==> config.mk <==
export PLATFORM = sky130hd
export DESIGN_NAME = uart_tx_fifo
export DESIGN_NICKNAME = d
export VERILOG_FILES = /design/src/rtl/uart_pkg.sv /design/src/rtl/uart_fifo_mem.sv /design/src/rtl/uart_tx_fifo.sv
export SDC_FILE = /design/constraint.sdc
export NUM_CORES = 1
export LEC_CHECK = 0
export BUFFER_PORTS_ARGS = -buffer_cell sky130_fd_sc_hd__buf_2
export CORE_ASPECT_RATIO = 0.6
export CORE_MARGIN = 4
export CORE_UTILIZATION = 30
export CTS_BUF_LIST = sky130_fd_sc_hd__clkbuf_8 sky130_fd_sc_hd__clkbuf_16
export CTS_CLUSTER_SIZE = 10
export DETAILED_ROUTE_END_ITERATION = 10
export HOLD_SLACK_MARGIN = 0.05
export SLEW_MARGIN = 20
export SYNTH_ARGS = -nofsm -noshare
export SYNTH_HDL_FRONTEND = slang
export SYNTH_HIERARCHICAL = 1
export SYNTH_SLANG_ARGS = --single-unit
export TNS_END_PERCENT = 1
==> constraint.sdc <==
create_clock -name sys_clk -period 2.29 [get_ports sys_clk]
set_input_delay 0.229 -clock sys_clk [delete_from_list [all_inputs] [get_ports sys_clk]]
set_output_delay 0.229 -clock sys_clk [all_outputs]
set_load 0.005 [all_outputs]
==> src/rtl/uart_pkg.sv <==
// Shared types and defaults for the UART transmit-side FIFO slice.
package uart_pkg;

  localparam int unsigned BYTE_W                 = 8;
  localparam int unsigned DEFAULT_DEPTH_LOG2     = 4;
  localparam int unsigned DEFAULT_LAUNCH_TIMEOUT = 8;

  typedef enum logic [1:0] {
    StIdle     = 2'd0,
    StWaitBusy = 2'd1,
    StWaitDone = 2'd2
  } feed_state_e;

endpackage

==> src/rtl/uart_fifo_mem.sv <==
// Circular byte FIFO with registered full/empty flags and sticky overflow.
module uart_fifo_mem
  import uart_pkg::*;
#(
  parameter int unsigned DEPTH_LOG2 = DEFAULT_DEPTH_LOG2
) (
  input  logic                  sys_clk,
  input  logic                  sys_rst_l,
  input  logic                  wr_en,
  input  logic [BYTE_W-1:0]     wr_data,
  input  logic                  pop,
  input  logic                  clr_status,
  output logic [BYTE_W-1:0]     rd_data,
  output logic [DEPTH_LOG2:0]   count,
  output logic                  full,
  output logic                  empty,
  output logic                  overflow
);

  localparam int unsigned DEPTH = 2 ** DEPTH_LOG2;

  logic [BYTE_W-1:0]     mem_q [DEPTH];
  logic [DEPTH_LOG2-1:0] wr_ptr_q, rd_ptr_q;
  logic [DEPTH_LOG2:0]   count_q, count_d;
  logic                  full_q, empty_q, overflow_q;
  logic                  wr_ok, pop_ok;

  // Full comes from the registered count, so a write during a pop-while-full is still dropped.
  assign wr_ok  = wr_en & ~full_q;
  assign pop_ok = pop & (count_q != '0);

  always_comb begin
    count_d = count_q;
    if (wr_ok && !pop_ok) begin
      count_d = count_q + 1'b1;
    end else if (!wr_ok && pop_ok) begin
      count_d = count_q - 1'b1;
    end
  end

  always_ff @(posedge sys_clk) begin
    if (wr_ok) begin
      mem_q[wr_ptr_q] <= wr_data;
    end
  end

  always_ff @(posedge sys_clk or negedge sys_rst_l) begin
    if (!sys_rst_l) begin
      wr_ptr_q   <= '0;
      rd_ptr_q   <= '0;
      count_q    <= '0;
      full_q     <= 1'b0;
      empty_q    <= 1'b1;
      overflow_q <= 1'b0;
    end else begin
      if (wr_ok) begin
        wr_ptr_q <= wr_ptr_q + 1'b1;
      end
      if (pop_ok) begin
        rd_ptr_q <= rd_ptr_q + 1'b1;
      end
      count_q <= count_d;
      full_q  <= (count_d == (DEPTH_LOG2 + 1)'(DEPTH));
      empty_q <= (count_d == '0);
      if (wr_en && full_q) begin
        overflow_q <= 1'b1;
      end else if (clr_status) begin
        overflow_q <= 1'b0;
      end
    end
  end

  assign rd_data  = mem_q[rd_ptr_q];
  assign count    = count_q;
  assign full     = full_q;
  assign empty    = empty_q;
  assign overflow = overflow_q;

endmodule

==> src/rtl/uart_tx_fifo.sv <==
// Transmit FIFO feeding a UART transmitter through the xmitH/xmit_doneH handshake.
// Optional occupancy port enabled by defining UART_TXF_LEVEL_EN.
module uart_tx_fifo
  import uart_pkg::*;
#(
  parameter int unsigned DEPTH_LOG2     = DEFAULT_DEPTH_LOG2,
  parameter int unsigned LAUNCH_TIMEOUT = DEFAULT_LAUNCH_TIMEOUT
) (
  input  logic                sys_clk,
  input  logic                sys_rst_l,
  input  logic                wr_en,
  input  logic [BYTE_W-1:0]   wr_data,
  output logic                full,
  output logic                empty,
  output logic                overflow,
  output logic                tx_err,
  input  logic                clr_status,
  output logic                xmitH,
  output logic [BYTE_W-1:0]   xmit_dataH,
  input  logic                xmit_doneH
`ifdef UART_TXF_LEVEL_EN
  ,
  output logic [DEPTH_LOG2:0] level
`endif
);

  localparam int unsigned TMR_W = $clog2(LAUNCH_TIMEOUT) + 1;

  feed_state_e         state_q;
  logic [TMR_W-1:0]    timer_q;
  logic                xmit_q, tx_err_q;
  logic [BYTE_W-1:0]   xmit_data_q;
  logic [BYTE_W-1:0]   rd_data;
  logic [DEPTH_LOG2:0] count;
  logic                pop;

  assign pop = (state_q == StIdle) && (count != '0) && xmit_doneH;

  uart_fifo_mem #(
    .DEPTH_LOG2 (DEPTH_LOG2)
  ) u_fifo (
    .sys_clk    (sys_clk),
    .sys_rst_l  (sys_rst_l),
    .wr_en      (wr_en),
    .wr_data    (wr_data),
    .pop        (pop),
    .clr_status (clr_status),
    .rd_data    (rd_data),
    .count      (count),
    .full       (full),
    .empty      (empty),
    .overflow   (overflow)
  );

  always_ff @(posedge sys_clk or negedge sys_rst_l) begin
    if (!sys_rst_l) begin
      state_q     <= StIdle;
      timer_q     <= '0;
      xmit_q      <= 1'b0;
      xmit_data_q <= '0;
      tx_err_q    <= 1'b0;
    end else begin
      xmit_q <= 1'b0;
      // Clear first so a same-cycle timeout below wins.
      if (clr_status) begin
        tx_err_q <= 1'b0;
      end
      case (state_q)
        StIdle: begin
          if (pop) begin
            xmit_q      <= 1'b1;
            xmit_data_q <= rd_data;
            timer_q     <= '0;
            state_q     <= StWaitBusy;
          end
        end
        StWaitBusy: begin
          if (!xmit_doneH) begin
            state_q <= StWaitDone;
          end else if (timer_q == TMR_W'(LAUNCH_TIMEOUT - 1)) begin
            tx_err_q <= 1'b1;
            state_q  <= StIdle;
          end else begin
            timer_q <= timer_q + 1'b1;
          end
        end
        StWaitDone: begin
          if (xmit_doneH) begin
            state_q <= StIdle;
          end
        end
        default: state_q <= StIdle;
      endcase
    end
  end

  assign xmitH      = xmit_q;
  assign xmit_dataH = xmit_data_q;
  assign tx_err     = tx_err_q;

`ifdef UART_TXF_LEVEL_EN
  assign level = count;
`endif

endmodule

---- Word-level counts from Yosys, hierarchy flattened ----
Memories as Yosys holds them, arrays and structs flattened. A register that Yosys moved wholly into a read port is not among the register bits.
Cells that the tools add are included.
word-level totals
  memories kept ........................... 1
  input bits .............................. 13
  RAM bits ................................ 128
  output and inout port bits .............. 13
  flip-flop bits (word level) ............. 24
  word-level logic and storage cells ...... 65
memories
  memory        words  bits a word  rd ports  clocked after Yosys merged registers in  wr ports  RTL line             text
  u_fifo.mem_q  16     8            1         1                                        1         uart_fifo_mem.sv:22  logic [BYTE_W-1:0] mem_q [DEPTH];
operators by class
  eq/ne operators ......................... 9
  add/subtract/negate cells ............... 5
  bitwise logic cells ..................... 3
  reductions and logical operators ........ 16
  multiplexer cells ....................... 21
operators with widths
  operator                                          count
  adder 4 x 1 -> 4 bit, second input constant       3
  2-to-1 mux 4 bit                                  3
  2-to-1 mux 1 bit                                  10
  2-to-1 mux 5 bit                                  2
  2-to-1 mux 2 bit                                  4
  case mux 4 bit (2 select lines)                   1
  inequality test 2 bit, second input constant      3
  case mux 2 bit (3 select lines)                   1
  adder 5 x 1 -> 5 bit, second input constant       1
  == test 5 bit, second input constant              1
  logical AND 1 bit                                 5
  logical NOT 5 bit                                 1
  nonzero test 5 bit                                1
  subtractor 5 x 1 -> 5 bit, second input constant  1
  == test 4 x 3 -> 1 bit, second input constant     1
  AND reduction 4 bit                               1
  nonzero test 2 bit                                2
  logical NOT 1 bit                                 3
  inequality test 3 bit, second input constant      1
  AND reduction 3 bit                               1
  AND 1 bit                                         2
  == test 2 x 1 -> 1 bit, second input constant     1
  == test 2 bit, second input constant              1
  logical NOT 2 bit                                 1
  other kinds (3)                                   3

---- Longest topological paths before layout ----
Gate-level depths: netlist of run 1.
  depth after elaboration ................. 8
  depth in mapped cells ................... 8
  gate-level depth less buffers ........... 7

---- Hierarchy ----
Netlist of run 1, hierarchy kept.
by module, submodules not included
  module         times used  cells each  sequential area each (um2)  area an instance (um2)
  uart_fifo_mem  1           289         4,245.3                     5,853.1
  uart_tx_fifo   1           55          400.4                       716.9

---- Worst setup path after synthesis of run 1 ----
Ideal clock, no wire load.
  kind .................................... reg2reg
  start point ............................. reg u_fifo.rd_ptr_q[0]
  end point ............................... reg xmit_data_q[0] (netlist: xmit_dataH[0]), read port of u_fifo.mem_q
  path buffers ............................ 2
  cell stages (with the launch flop) ...... 6
  path slack .............................. 118 ps
  arrival time ............................ 2,047 ps
  period minus slack after synthesis ...... 2,172 ps
  required time ........................... 2,165 ps
  setup time .............................. 125 ps
  path through ............................ dfrtp_1 buf_2 buf_2 mux4_2 mux4_2 mux2_4
RTL lines
  element                 RTL line             text
  start, declared         uart_fifo_mem.sv:23  logic [DEPTH_LOG2-1:0] wr_ptr_q, rd_ptr_q;
  start signal, assigned  uart_fifo_mem.sv:60  rd_ptr_q <= rd_ptr_q + 1'b1;
  end, declared           uart_tx_fifo.sv:32   logic [BYTE_W-1:0] xmit_data_q;

---- Worst setup path in the final report of run 1 ----
  start point ............................. reg u_fifo.count_q[0] (netlist: u_fifo/count[0])
  end point ............................... reg u_fifo.full_q (netlist: u_fifo/full)
between the ends
  cells in the longest elaborated chain, start to end .. 8
  elaborated cells between the ends (all ways) .. 12
  those cells by class .................... add/sub: 2; eq/ne: 1; mux: 2; bitwise: 1; reduce/logical: 6
ends and longest elaborated chain
  element                                                                            RTL line             text
  start, declared                                                                    uart_fifo_mem.sv:24  logic [DEPTH_LOG2:0] count_q, count_d;
  start signal, assigned                                                             uart_fifo_mem.sv:62  count_q <= count_d;
  parallel branches: the longest is 6 deep, another holds subtractor 5 x 1 -> 5 bit  --
  2-to-1 mux 5 bit *                                                                 uart_fifo_mem.sv:34  if (wr_ok && !pop_ok) begin
  named net u_fifo.count_d[3]                                                        uart_fifo_mem.sv:24
  == test 5 bit *                                                                    uart_fifo_mem.sv:63  full_q <= (count_d == (DEPTH_LOG2 + 1)'(DEPTH));
  end signal, assigned                                                               uart_fifo_mem.sv:63
  end, declared                                                                      uart_fifo_mem.sv:25  logic full_q, empty_q, overflow_q;
Mark *: on every way through the listed nets, which the timed path passes.
A chain may end at the register's enable or synchronous reset.

==> results of run 1 <==
-- logic make-up after synthesis --
logic type / after synthesis / synth area share [%]
flip-flops: 160 / 70.7
multiplexers: 50 / 15.7
XOR/XNOR: 11 / 1.47
AND/OR/NAND/NOR: 64 / 5.83
buffers and inverters: 27 / 1.96
adder cells (fa/ha/maj): 10 / 1.85
AO/OA/AOI/OAI: 22 / 2.46
-- metal layers --
metal  up-vias  GRT usage (%)  share of wire [%]
met4         2           2.69               0.80
met3        13           3.57                6.9
met5         -              0              0.090
met1      1801           19.0                 48
met2       109           18.0                 44
li1       1493              -                  -
-- synthesized netlist by cell type (6+ instances only) --
cell                       instances  area share, %
sky130_fd_sc_hd__mux2_4            6            1.4
sky130_fd_sc_hd__edfxtp_1        128             59
sky130_fd_sc_hd__ha_1              8            1.5
sky130_fd_sc_hd__inv_1            10           0.57
sky130_fd_sc_hd__nand2_1          12           0.69
sky130_fd_sc_hd__dfrtp_1          31             12
sky130_fd_sc_hd__xnor2_1           9            1.2
sky130_fd_sc_hd__and2_1           16            1.5
sky130_fd_sc_hd__mux4_2           40             14
sky130_fd_sc_hd__o21ai_0           6           0.46
sky130_fd_sc_hd__clkbuf_1          7           0.40
-- cell type report --
type | instances | area [µm²] | share of cell area [%]
Clock inverter | 14 | 221 | 2.80
Sequential cell | 160 | 4650 | 58.8
Inverter | 11 | 41.3 | 0.523
Clock buffer | 18 | 439 | 5.56
Timing Repair Buffer | 56 | 403 | 5.10
Tap cell | 279 | 349 | 4.42
Multi-Input combinational cell | 157 | 1800 | 22.7
-- worst paths after layout --
check,from,end,depth (start not counted)
worst min register to register,xmit_dataH[2]$_DFFE_PN0P_,xmit_dataH[2]$_DFFE_PN0P_,1
max in group asynchronous,sys_rst_l,u_fifo/rd_ptr_q[0]$_DFFE_PN0P_,2
worst max register to register,u_fifo/count[0]$_DFF_PN0_,u_fifo/full$_DFF_PN0_,7
worst min-delay path,wr_en,u_fifo/overflow$_DFFE_PN0P_,3
worst max-delay path,u_fifo/count[0]$_DFF_PN0_,u_fifo/full$_DFF_PN0_,7
min in group asynchronous,sys_rst_l,timer_q[2]$_DFFE_PN0P_,2
-- worst max-delay path, stage by stage, from the launching register on --
cell and delay, ns:
sky130_fd_sc_hd__dfrtp_1 0.38, sky130_fd_sc_hd__buf_4 0.17, sky130_fd_sc_hd__inv_1 0.08, sky130_fd_sc_hd__ha_1 0.24, sky130_fd_sc_hd__or4b_4 0.50, sky130_fd_sc_hd__and2_4 0.21
sky130_fd_sc_hd__a221oi_2 0.35, sky130_fd_sc_hd__a211oi_1 0.08
-- power groups by stage --
stage          Sequential, µW  Combinational (µW)  Clock [µW]
2_1_floorplan            3880                2120           0
3_3_place_gp             3980                3030           0
3_5_place_dp             4020                3080           0
4_1_cts                  3960                3090        3210
5_1_grt                  4010                3300        3340
6_report                 3950                3050        3160
-- metrics by stage --
stage               worst slack [ns]  util [%]
floorplan                      0.118         -
global placement               0.178      33.8
global route                  0.0104      37.1
CTS                            0.138      37.1
detailed placement             0.162      33.8
finish                         0.151      37.1
-- timing repair --
item | CTS | global route
endpoints found under the setup margin | 0 | 0
hold buffers | 3 | 0
hold endpoints to repair | 34 | 0
-- registers in the layout, summed over array words and instances (netlist names) --
register and count:
u_fifo/wr_ptr_q 4, u_fifo/full 1, tx_err 1, u_fifo/overflow 1, u_fifo/empty 1, state_q 2
u_fifo/rd_ptr_q 4, u_fifo/count 5, u_fifo/mem_q 128, timer_q 4, xmit_dataH 8, xmitH 1
==> tab_implementation.tex, run 1 <==
\begin{tabular}{lr}
\hline
Metric & Value \\
\hline
\multicolumn{2}{l}{\textbf{Power and ir drop}} \\
Leak pwr & between 0.002 and 0.003 µW \\
Flop pwr share & just under 40\% \\
Internal power & 7260 µW \\
Switching power & approximately 2900 µW \\
Combinational share of power & 30.0\% \\
Clock power share & 31.1\% \\
Total power of the final layout & roughly 10000 µW \\
Switching fraction of total power & 28.5\% \\
Maximum vdd ir drop & 0.569 mV \\
Power Dens Cells & 1290 nW/µm² \\
\multicolumn{2}{l}{\textbf{Clock network}} \\
CTS buffer count & 17 \\
TritonCTS sink count & 160 \\
Worst-path clk slew & roughly 0.06 ns \\
TritonCTS clock tree & built \\
Number of buffers added for setup after CTS & 0 \\
Worst skew pair latency & 0.41 ns \\
Root cell of the clock tree & sky130\_fd\_sc\_hd\_\_clkbuf\_16 \\
PostCTS Resize Cnt & 0 \\
Max Root-Sink Buffers & 2 \\
H-Tree Level Count & 4 \\
\multicolumn{2}{l}{\textbf{GRT}} \\
Residual overflow from global routing & 0 \\
Number of antenna violations at the first check in global routing & 1 \\
Pin count of the biggest net entering global routing & 36 \\
Via count of the first global-routing pass & 3422 \\
Global-route total usage across every layer & 12.6\% \\
Global-route wire length before repair & 21900 µm \\
\multicolumn{2}{l}{\textbf{Layout}} \\
Antenna cell count & 0 \\
Count of fill cells added during filler insertion & 1941 \\
Area Growth Syn to Fin & 20.2\% \\
Layout Cell Area excl Fill & 7900 µm² \\
Final Net Count & 424 \\
Most common cell after layout, fill and taps aside & sky130\_fd\_sc\_hd\_\_edfxtp\_1 \\
Fraction of final layout cells sized beyond drive strength 1 & 33.9\% \\
Top library cells by usage in the layout, fill and taps aside & sky130\_fd\_sc\_hd\_\_edfxtp\_1 (128), sky130\_fd\_sc\_hd\_\_mux4\_2 (40), sky130\_fd\_sc\_hd\_\_dfrtp\_1 (30), sky130\_fd\_sc\_hd\_\_buf\_2 (25), sky130\_fd\_sc\_hd\_\_buf\_4 (25) \\
Final Non-Filler Cells & 695 \\
\multicolumn{2}{l}{\textbf{Route}} \\
Number of vias per cell & 4.92 \\
Total Routed Length & 14500 µm \\
Remaining design rule violation count & 0 \\
Starting DRC count in detailed routing & 313 \\
Antenna-violating nets left & 0 \\
Length of the first detailed-routing pass in iterations & 5 \\
Average wire length per cell after detail routing & 20.9 µm \\
Total number of vias & 3418 \\
\multicolumn{2}{l}{\textbf{Synth}} \\
Post-synth ARST share & roughly a fifth \\
Yosys cell types & 50 \\
Yosys warning total & 6 \\
Synth Flop Type & sky130\_fd\_sc\_hd\_\_edfxtp\_1 \\
Post-synth EDFFs & 128 \\
Synthesis-stage register bit count & 160 \\
Share of synthesized area occupied by flip-flops and latches & 70.7\% \\
Synthesized net count & 365 \\
Gate count of the mapped netlist & around 340 \\
Mean instance size in the synthesized netlist & 19.1 µm² \\
Synthesized cell area & 6570 µm² \\
\multicolumn{2}{l}{\textbf{STA}} \\
RSZ-0062 raised after global routing & no \\
Final setup violation count & 0 \\
Maximum clock frequency & 467 MHz \\
Worst-Margin Slew & 0.760 ns \\
Setup TNS & 0 ns \\
Period utilization & 93.4\% \\
Headroom to the max-slew limit & 49.3\% \\
Slew Limit Fails & 0 \\
Max Clock Skew & 0.00632 ns \\
Hold Violations, Final & 0 \\
Time the worst path needs with I/O delays and setup & roughly 2.1 ns \\
Smallest hold slack & 0.110 ns \\
\multicolumn{2}{l}{\textbf{Floorplanning}} \\
Core footprint & 21300 µm² \\
Area enclosed by the die boundary & 24400 µm² \\
Die X & 199 µm \\
Initial standard-cell utilization of the core & between 30\% and 40\% \\
Number of rows created at floorplan & 41 \\
Number of top-level design ports & 26 \\
Die height & 123 µm \\
\multicolumn{2}{l}{\textbf{Critical path}} \\
Critical path fanouts, max & 8 \\
Category of the worst setup path launch point & flop \\
CP arrival & 2.42 ns \\
Worst reg-to-reg setup slack & about 0.15 ns \\
CP endpoint kind & flop \\
Worst setup path category & flop to flop \\
Required time of the worst setup path & 2.57 ns \\
\multicolumn{2}{l}{\textbf{Placed design}} \\
Inst Count DP & 660 \\
Global placer's final weighted congestion & $\sim$0.75 \\
Port Buffer Count & 25 \\
Post-detailed-placement cell area & approximately 7200 µm² \\
Estimated wirelength of the detail-placed design & 9550 µm \\
\multicolumn{2}{l}{\textbf{Run}} \\
Maximum capacitance violations & 0 \\
\multicolumn{2}{l}{\textbf{Outcome}} \\
Result of the run & finished, final reports clean \\
\multicolumn{2}{l}{\textbf{Min path}} \\
Worst Hold Class & primary input to flop \\
\hline
\end{tabular}
Power figures use the tool's default switching activity.
==> run 2, diff against run 1 <==
RECOVER_POWER = 50   (was default)
clock period = 1.92 ns   (was 2.29 ns; I/O delays follow)
==> tab_implementation.tex, run 2 (synthesized netlist as in run 1, its figures left out) <==
\begin{tabular}{lr}
\hline
Metric & Value \\
\hline
\multicolumn{2}{l}{\textbf{Floorplanning}} \\
Initial standard-cell utilization of the core & 30.9\% \\
Core footprint & 21300 µm² \\
Number of rows created at floorplan & slightly above 40 \\
Area enclosed by the die boundary & 24400 µm² \\
Die height & 123 µm \\
Number of top-level design ports & 26 \\
Die X & 199 µm \\
\multicolumn{2}{l}{\textbf{Layout}} \\
Antenna cell count & 0 \\
Share of the core filled with cells & 37.9\% \\
Final Net Count & 442 \\
Most common cell after layout, fill and taps aside & sky130\_fd\_sc\_hd\_\_edfxtp\_1 \\
Footprint of the multi-input gates & 1840 µm² \\
Register containing the most flip-flops in the final layout & u\_fifo/mem\_q \\
Combined flip-flop and latch cell area & 4650 µm² \\
Top library cells by usage in the layout, fill and taps aside & sky130\_fd\_sc\_hd\_\_edfxtp\_1 (128), sky130\_fd\_sc\_hd\_\_mux4\_2 (40), sky130\_fd\_sc\_hd\_\_buf\_4 (35), sky130\_fd\_sc\_hd\_\_dfrtp\_1 (30), sky130\_fd\_sc\_hd\_\_clkbuf\_16 (17) \\
Fraction of final layout cells sized beyond drive strength 1 & a little over a third \\
Area Growth Syn to Fin & 23.0\% \\
Count of fill cells added during filler insertion & 1930 \\
Max FFs per register & 128 \\
\multicolumn{2}{l}{\textbf{STA}} \\
Time the worst path needs with I/O delays and setup & 2.12 ns \\
Smallest hold slack & 0.113 ns \\
Headroom to the max-slew limit & 48.3\% \\
Worst-Margin Slew & 0.775 ns \\
Maximum clock frequency & 471 MHz \\
Max Clock Skew & roughly 0.0045 ns \\
Final setup violation count & 12 \\
Period utilization & 110\% \\
Final worst setup slack & -0.201 ns \\
Slew Limit Fails & 0 \\
RSZ-0062 raised after global routing & yes \\
Hold Violations, Final & 0 \\
\multicolumn{2}{l}{\textbf{Critical path}} \\
Worst setup path endpoint & u\_fifo/full\$\_DFF\_PN0\_ \\
Worst setup path category & flop to flop \\
Depth of the worst register-to-register path & 7 \\
CP endpoint kind & flop \\
Critical path startpoint & u\_fifo/count[4]\$\_DFF\_PN0\_ \\
Reg-to-Reg End & u\_fifo/full\$\_DFF\_PN0\_ \\
CP arrival & 2.40 ns \\
Required time of the worst setup path & 2.20 ns \\
Critical path fanouts, max & 5 \\
Worst reg2reg path startpoint & u\_fifo/count[4]\$\_DFF\_PN0\_ \\
Worst reg-to-reg setup slack & -0.20 ns \\
Category of the worst setup path launch point & flop \\
\multicolumn{2}{l}{\textbf{Route}} \\
Total number of vias & between 3000 and 4000 \\
Remaining design rule violation count & 0 \\
Antenna-violating nets left & 0 \\
Average wire length per cell after detail routing & between 20 and 25 µm \\
Number of vias per cell & 4.81 \\
Total Routed Length & 14800 µm \\
Starting DRC count in detailed routing & 305 \\
Length of the first detailed-routing pass in iterations & 4 \\
\multicolumn{2}{l}{\textbf{Clock network}} \\
TritonCTS clock tree & built \\
CTS buffer count & 17 \\
TritonCTS sink count & between 150 and 200 \\
H-Tree Level Count & 4 \\
Worst-path clk slew & 0.06 ns \\
Worst skew pair latency & 0.42 ns \\
Root cell of the clock tree & sky130\_fd\_sc\_hd\_\_clkbuf\_16 \\
Max Root-Sink Buffers & 2 \\
\multicolumn{2}{l}{\textbf{Outcome}} \\
Result of the run & finished with violations \\
Violated checks & setup timing \\
\multicolumn{2}{l}{\textbf{GRT}} \\
Number of antenna violations at the first check in global routing & 1 \\
Global-route total usage across every layer & 12.9\% \\
Pin count of the biggest net entering global routing & 28 \\
Residual overflow from global routing & 0 \\
Via count of the first global-routing pass & 3529 \\
Global-route wire length before repair & 22200 µm \\
\multicolumn{2}{l}{\textbf{Run}} \\
Maximum capacitance violations & 0 \\
\multicolumn{2}{l}{\textbf{Placed design}} \\
Port Buffer Count & 25 \\
Global placer's final weighted congestion & 0.772 \\
Estimated wirelength of the detail-placed design & 10200 µm \\
\multicolumn{2}{l}{\textbf{Power and ir drop}} \\
Power Dens Cells & roughly 1500 nW/µm² \\
Maximum vdd ir drop & 0.881 mV \\
Leak pwr & 0.00288 µW \\
\multicolumn{2}{l}{\textbf{Min path}} \\
Worst Hold Class & primary input to flop \\
\hline
\end{tabular}
-- run 2: worst min path at each step --
stage | from | to | slack (ns) | depth (start not counted)
2_1_floorplan | sys_rst_l | state_q[0]$_DFFE_PN0P_ | -0.10 | 0
3_3_place_gp | sys_rst_l | xmitH$_DFF_PN0_ | 0.08 | 1
3_5_place_dp | sys_rst_l | xmitH$_DFF_PN0_ | 0.09 | 1
4_1_cts | wr_en | u_fifo/overflow$_DFFE_PN0P_ | 0.1 | 3
5_1_grt | wr_en | u_fifo/overflow$_DFFE_PN0P_ | 0.16 | 3
6_report | wr_en | u_fifo/overflow$_DFFE_PN0P_ | 0.11 | 3
-- run 2: layout make-up --
cell class / count / area share, %
Inverter: 11 / 0.511
Tap cell: 279 / 4.32
Timing Repair Buffer: 74 / 7.36
Clock buffer: 18 / 5.44
Clock inverter: 14 / 2.09
Multi-Input combinational cell: 157 / 22.8
Sequential cell: 160 / 57.5
-- run 2: metal layers --
metal | GRT usage, % | part of all wire (%) | vias up
li1 | - | - | 1525
met5 | 0 | 0.088 | -
met3 | 4.42 | 9.7 | 13
met2 | 17.9 | 42 | 116
met4 | 2.86 | 0.63 | 2
met1 | 19.4 | 48 | 1775
-- run 2: worst max-delay path, stage by stage (launching register included) --
cell	delay, ns
sky130_fd_sc_hd__dfrtp_1	0.38
sky130_fd_sc_hd__or4_4	0.55
sky130_fd_sc_hd__o211ai_4	0.20
sky130_fd_sc_hd__inv_2	0.08
sky130_fd_sc_hd__and4b_1	0.29
sky130_fd_sc_hd__a21oi_2	0.08
sky130_fd_sc_hd__a221oi_4	0.34
sky130_fd_sc_hd__a211oi_2	0.07
-- run 2: per-stage QoR --
stage	worst slack [ns]	TNS, ns	instance area, µm²	cells	power (µW)
finish	-0.201	-1.44	8080	713	12100
global route	-0.273	-2.59	8080	713	12800
CTS	-0.179	-1.42	8050	712	12200
detailed placement	-0.146	-1.21	7400	677	8670
global placement	-0.116	-0.901	7400	677	8570
floorplan	-0.211	-2.00	6580	344	7180
-- run 2: report_power, final --
| part | leakage (µW) | internal (µW) | total [µW] | switching, µW |
|---|---|---|---|---|
| Clock | 0.000306 | 2080 | 3430 | 1360 |
| Sequential | 0.00155 | 4340 | 4690 | 353 |
| Combinational | 0.00102 | 2150 | 3990 | 1830 |
-- run 2: repair_timing --
item                                    4_1_cts  5_1_grt
pin swaps                                     1        6
setup buffers                                 0        1
endpoints found under the setup margin       13       19
hold endpoints to repair                     34        0
resized for setup                             3        7
hold buffers                                  3        0
==> run 3, diff against run 2 <==
SYNTH_HIERARCHICAL = default   (was 1)
==> tab_implementation.tex, run 3 <==
\begin{tabular}{lr}
\hline
Metric & Value \\
\hline
\multicolumn{2}{l}{\textbf{Outcome}} \\
Result of the run & finished, final reports clean \\
\multicolumn{2}{l}{\textbf{Critical path}} \\
Worst Path Buf+Inv & 1 \\
Critical path fanouts, max & 4 \\
CP max-delay cell & sky130\_fd\_sc\_hd\_\_or4b\_4 \\
Category of the worst setup path launch point & flop \\
Largest delay contributor family on the critical path & simple AND/OR/NAND/NOR gates \\
CP arrival & about 2.3 ns \\
Highest cell delay on the worst timing path & between 0.4 and 0.5 ns \\
Worst setup path category & flop to flop \\
Required time of the worst setup path & 2.27 ns \\
CP endpoint kind & flop \\
Cell breakdown of the critical path & inv\_2, ha\_4, or4b\_4, a211o\_1, a21oi\_2, o22ai\_2, nor3\_2 \\
\multicolumn{2}{l}{\textbf{GRT}} \\
Residual overflow from global routing & 0 \\
Global-route wire length before repair & 22000 µm \\
Pin count of the biggest net entering global routing & 33 \\
Met2 track demand over resource & between 10\% and 20\% \\
Number of antenna violations at the first check in global routing & 0 \\
Global-route total usage across every layer & 12.4\% \\
M1 GR Usage & 19.7\% \\
Met3 demand-to-capacity share in global routing & 3.21\% \\
Via count of the first global-routing pass & 3704 \\
Most utilized layer in the global route result & met1 \\
\multicolumn{2}{l}{\textbf{Route}} \\
Length of the first detailed-routing pass in iterations & 4 \\
Number of vias per cell & 4.87 \\
Average wire length per cell after detail routing & 18.9 µm \\
Remaining design rule violation count & 0 \\
Antenna-violating nets left & 0 \\
Total number of vias & 3683 \\
Total Routed Length & around 14000 µm \\
Starting DRC count in detailed routing & 316 \\
\multicolumn{2}{l}{\textbf{Placed design}} \\
Global placer's final weighted congestion & between 0.8 and 0.9 \\
Estimated wirelength of the detail-placed design & 9580 µm \\
Port Buffer Count & 25 \\
Placement-stage worst setup slack & -0.0274 ns \\
\multicolumn{2}{l}{\textbf{Layout}} \\
Fraction of final layout cells sized beyond drive strength 1 & 27.3\% \\
Final Net Count & between 400 and 500 \\
Register containing the most flip-flops in the final layout & u\_fifo.mem\_q \\
Count of fill cells added during filler insertion & 2005 \\
Top library cells by usage in the layout, fill and taps aside & sky130\_fd\_sc\_hd\_\_edfxtp\_1 (128), sky130\_fd\_sc\_hd\_\_nand2\_1 (35), sky130\_fd\_sc\_hd\_\_dfrtp\_1 (29), sky130\_fd\_sc\_hd\_\_mux4\_2 (24), sky130\_fd\_sc\_hd\_\_buf\_4 (24) \\
Most common cell after layout, fill and taps aside & sky130\_fd\_sc\_hd\_\_edfxtp\_1 \\
Share of the core filled with cells & a little under two fifths \\
Max FFs per register & $\sim$130 \\
Area Growth Syn to Fin & 21.7\% \\
Antenna cell count & 0 \\
\multicolumn{2}{l}{\textbf{Synth}} \\
Synthesis-stage register bit count & 160 \\
Post-synth EDFFs & 128 \\
Post-synth ARST share & 20.0\% \\
Mean instance size in the synthesized netlist & about 16 µm² \\
Synth top area share & 58.7\% \\
Library cell occupying the most area in the post-synthesis netlist & sky130\_fd\_sc\_hd\_\_edfxtp\_1 \\
Yosys cell types & 47 \\
Most numerous cell in the Yosys netlist & sky130\_fd\_sc\_hd\_\_edfxtp\_1 \\
Largest cells by area after synthesis & sky130\_fd\_sc\_hd\_\_edfxtp\_1 (59\%), sky130\_fd\_sc\_hd\_\_dfrtp\_1 (12\%), sky130\_fd\_sc\_hd\_\_mux4\_2 (8.3\%) \\
Synth Flop Type & sky130\_fd\_sc\_hd\_\_edfxtp\_1 \\
Most numerous cell types in the synthesized netlist & sky130\_fd\_sc\_hd\_\_edfxtp\_1 (128), sky130\_fd\_sc\_hd\_\_nand2\_1 (35), sky130\_fd\_sc\_hd\_\_dfrtp\_1 (31) \\
Gate count of the mapped netlist & 401 \\
Synthesized net count & 423 \\
Synthesized cell area & roughly 6500 µm² \\
Share of synthesized area occupied by flip-flops and latches & 71.0\% \\
Yosys warning total & 0 \\
\multicolumn{2}{l}{\textbf{STA}} \\
RSZ-0062 raised after global routing & yes \\
Max Clock Skew & 0.00915 ns \\
Final setup violation count & 0 \\
Hold Violations, Final & 0 \\
Slew Limit Fails & 0 \\
Final worst setup slack & 0.0246 ns \\
Time the worst path needs with I/O delays and setup & 1.90 ns \\
Setup TNS & 0 ns \\
Worst-Margin Slew & 0.918 ns \\
Headroom to the max-slew limit & 38.8\% \\
Maximum clock frequency & 528 MHz \\
Period utilization & between 90\% and 100\% \\
\multicolumn{2}{l}{\textbf{Floorplanning}} \\
Die X & around 200 µm \\
Die height & between 100 and 150 µm \\
Number of top-level design ports & 26 \\
Core footprint & between 20000 and 25000 µm² \\
Initial standard-cell utilization of the core & a little under a third \\
Number of rows created at floorplan & 41 \\
Area enclosed by the die boundary & 24300 µm² \\
\multicolumn{2}{l}{\textbf{Clock network}} \\
Root cell of the clock tree & sky130\_fd\_sc\_hd\_\_clkbuf\_16 \\
Worst-path clk slew & 0.07 ns \\
Max Root-Sink Buffers & 2 \\
CTS buffer count & 17 \\
TritonCTS sink count & 160 \\
TritonCTS clock tree & built \\
Worst skew pair latency & 0.42 ns \\
H-Tree Level Count & 4 \\
\multicolumn{2}{l}{\textbf{Power and ir drop}} \\
Power Dens Cells & 1510 nW/µm² \\
Total power of the final layout & 12000 µW \\
Leak pwr & 0.00280 µW \\
Maximum vdd ir drop & 0.814 mV \\
\multicolumn{2}{l}{\textbf{Run}} \\
Maximum capacitance violations & 0 \\
\multicolumn{2}{l}{\textbf{Min path}} \\
Worst Hold Class & primary input to flop \\
\hline
\end{tabular}
run 3: worst paths after layout:
path	slack (ns)	cells past startpoint	from	endpoint
max in group asynchronous	0.96	2	sys_rst_l	u_fifo.rd_ptr_q[1]$_DFFE_PN0P_
worst max register to register	0.02	7	u_fifo.count[1]$_DFF_PN0_	u_fifo.empty$_DFF_PN1_
min in group asynchronous	0.39	2	sys_rst_l	u_fifo.overflow$_DFFE_PN0P_
worst min-delay path	0.36	1	wr_data[5]	u_fifo.mem_q[5][5]$_DFFE_PP_
worst max-delay path	0.02	7	u_fifo.count[1]$_DFF_PN0_	u_fifo.empty$_DFF_PN1_
worst min register to register	0.53	2	xmit_dataH[1]$_DFFE_PN0P_	xmit_dataH[1]$_DFFE_PN0P_
run 3: cells by family (layout without fill, tap and decap cells):
group / Yosys count / after routing / synth area share, %
adder cells (fa/ha/maj): 9 / 9 / 1.72
multiplexers: 45 / 45 / 11.5
AO/OA/AOI/OAI: 44 / 44 / 4.01
buffers and inverters: 27 / 103 / 2.06
AND/OR/NAND/NOR: 106 / 106 / 8.39
XOR/XNOR: 10 / 10 / 1.34
flip-flops: 160 / 160 / 71.0
run 3: layer usage:
| metal | wire length, µm | part of all wire (%) | vias up |
|---|---|---|---|
| met1 | 7270 | 51 | 1921 |
| met5 | 0 | 0 | - |
| li1 | - | - | 1654 |
| met3 | 773 | 5.4 | 12 |
| met2 | 6080 | 43 | 96 |
| met4 | 125 | 0.88 | 0 |
run 3: report_power, final:
| part | switching, µW | internal [µW] |
|---|---|---|
| sequential | 372 | 4340 |
| combinational | 2130 | 1810 |
| clock | 1420 | 1930 |
run 3: layout make-up:
cell class / instances / area [µm²] / area share (%)
clock buffer: 17 / 425 / 5.34
clock inverter: 15 / 161 / 2.03
inverter: 8 / 30.0 / 0.377
multi-input combinational: 214 / 1830 / 23.0
sequential: 160 / 4650 / 58.3
tap: 279 / 349 / 4.38
timing repair buffer: 63 / 524 / 6.58
run 3: per-stage QoR:
step / cells / cell area (µm²) / hold WS, ns
global route: 756 / 7970 / 0.397
detailed placement: 717 / 7260 / 0.301
finish: 756 / 7970 / 0.360
CTS: 754 / 7900 / 0.165
floorplan: 401 / 6550 / -0.104
global placement: 717 / 7260 / 0.288
run 3: timing repair:
item                                    CTS  global route
endpoints found under the setup margin   16             9
pin swaps                                 0             5
setup buffers                             0             2
gates resized for setup                   2            15
hold buffers                              5             0
hold endpoints to repair                 34             0
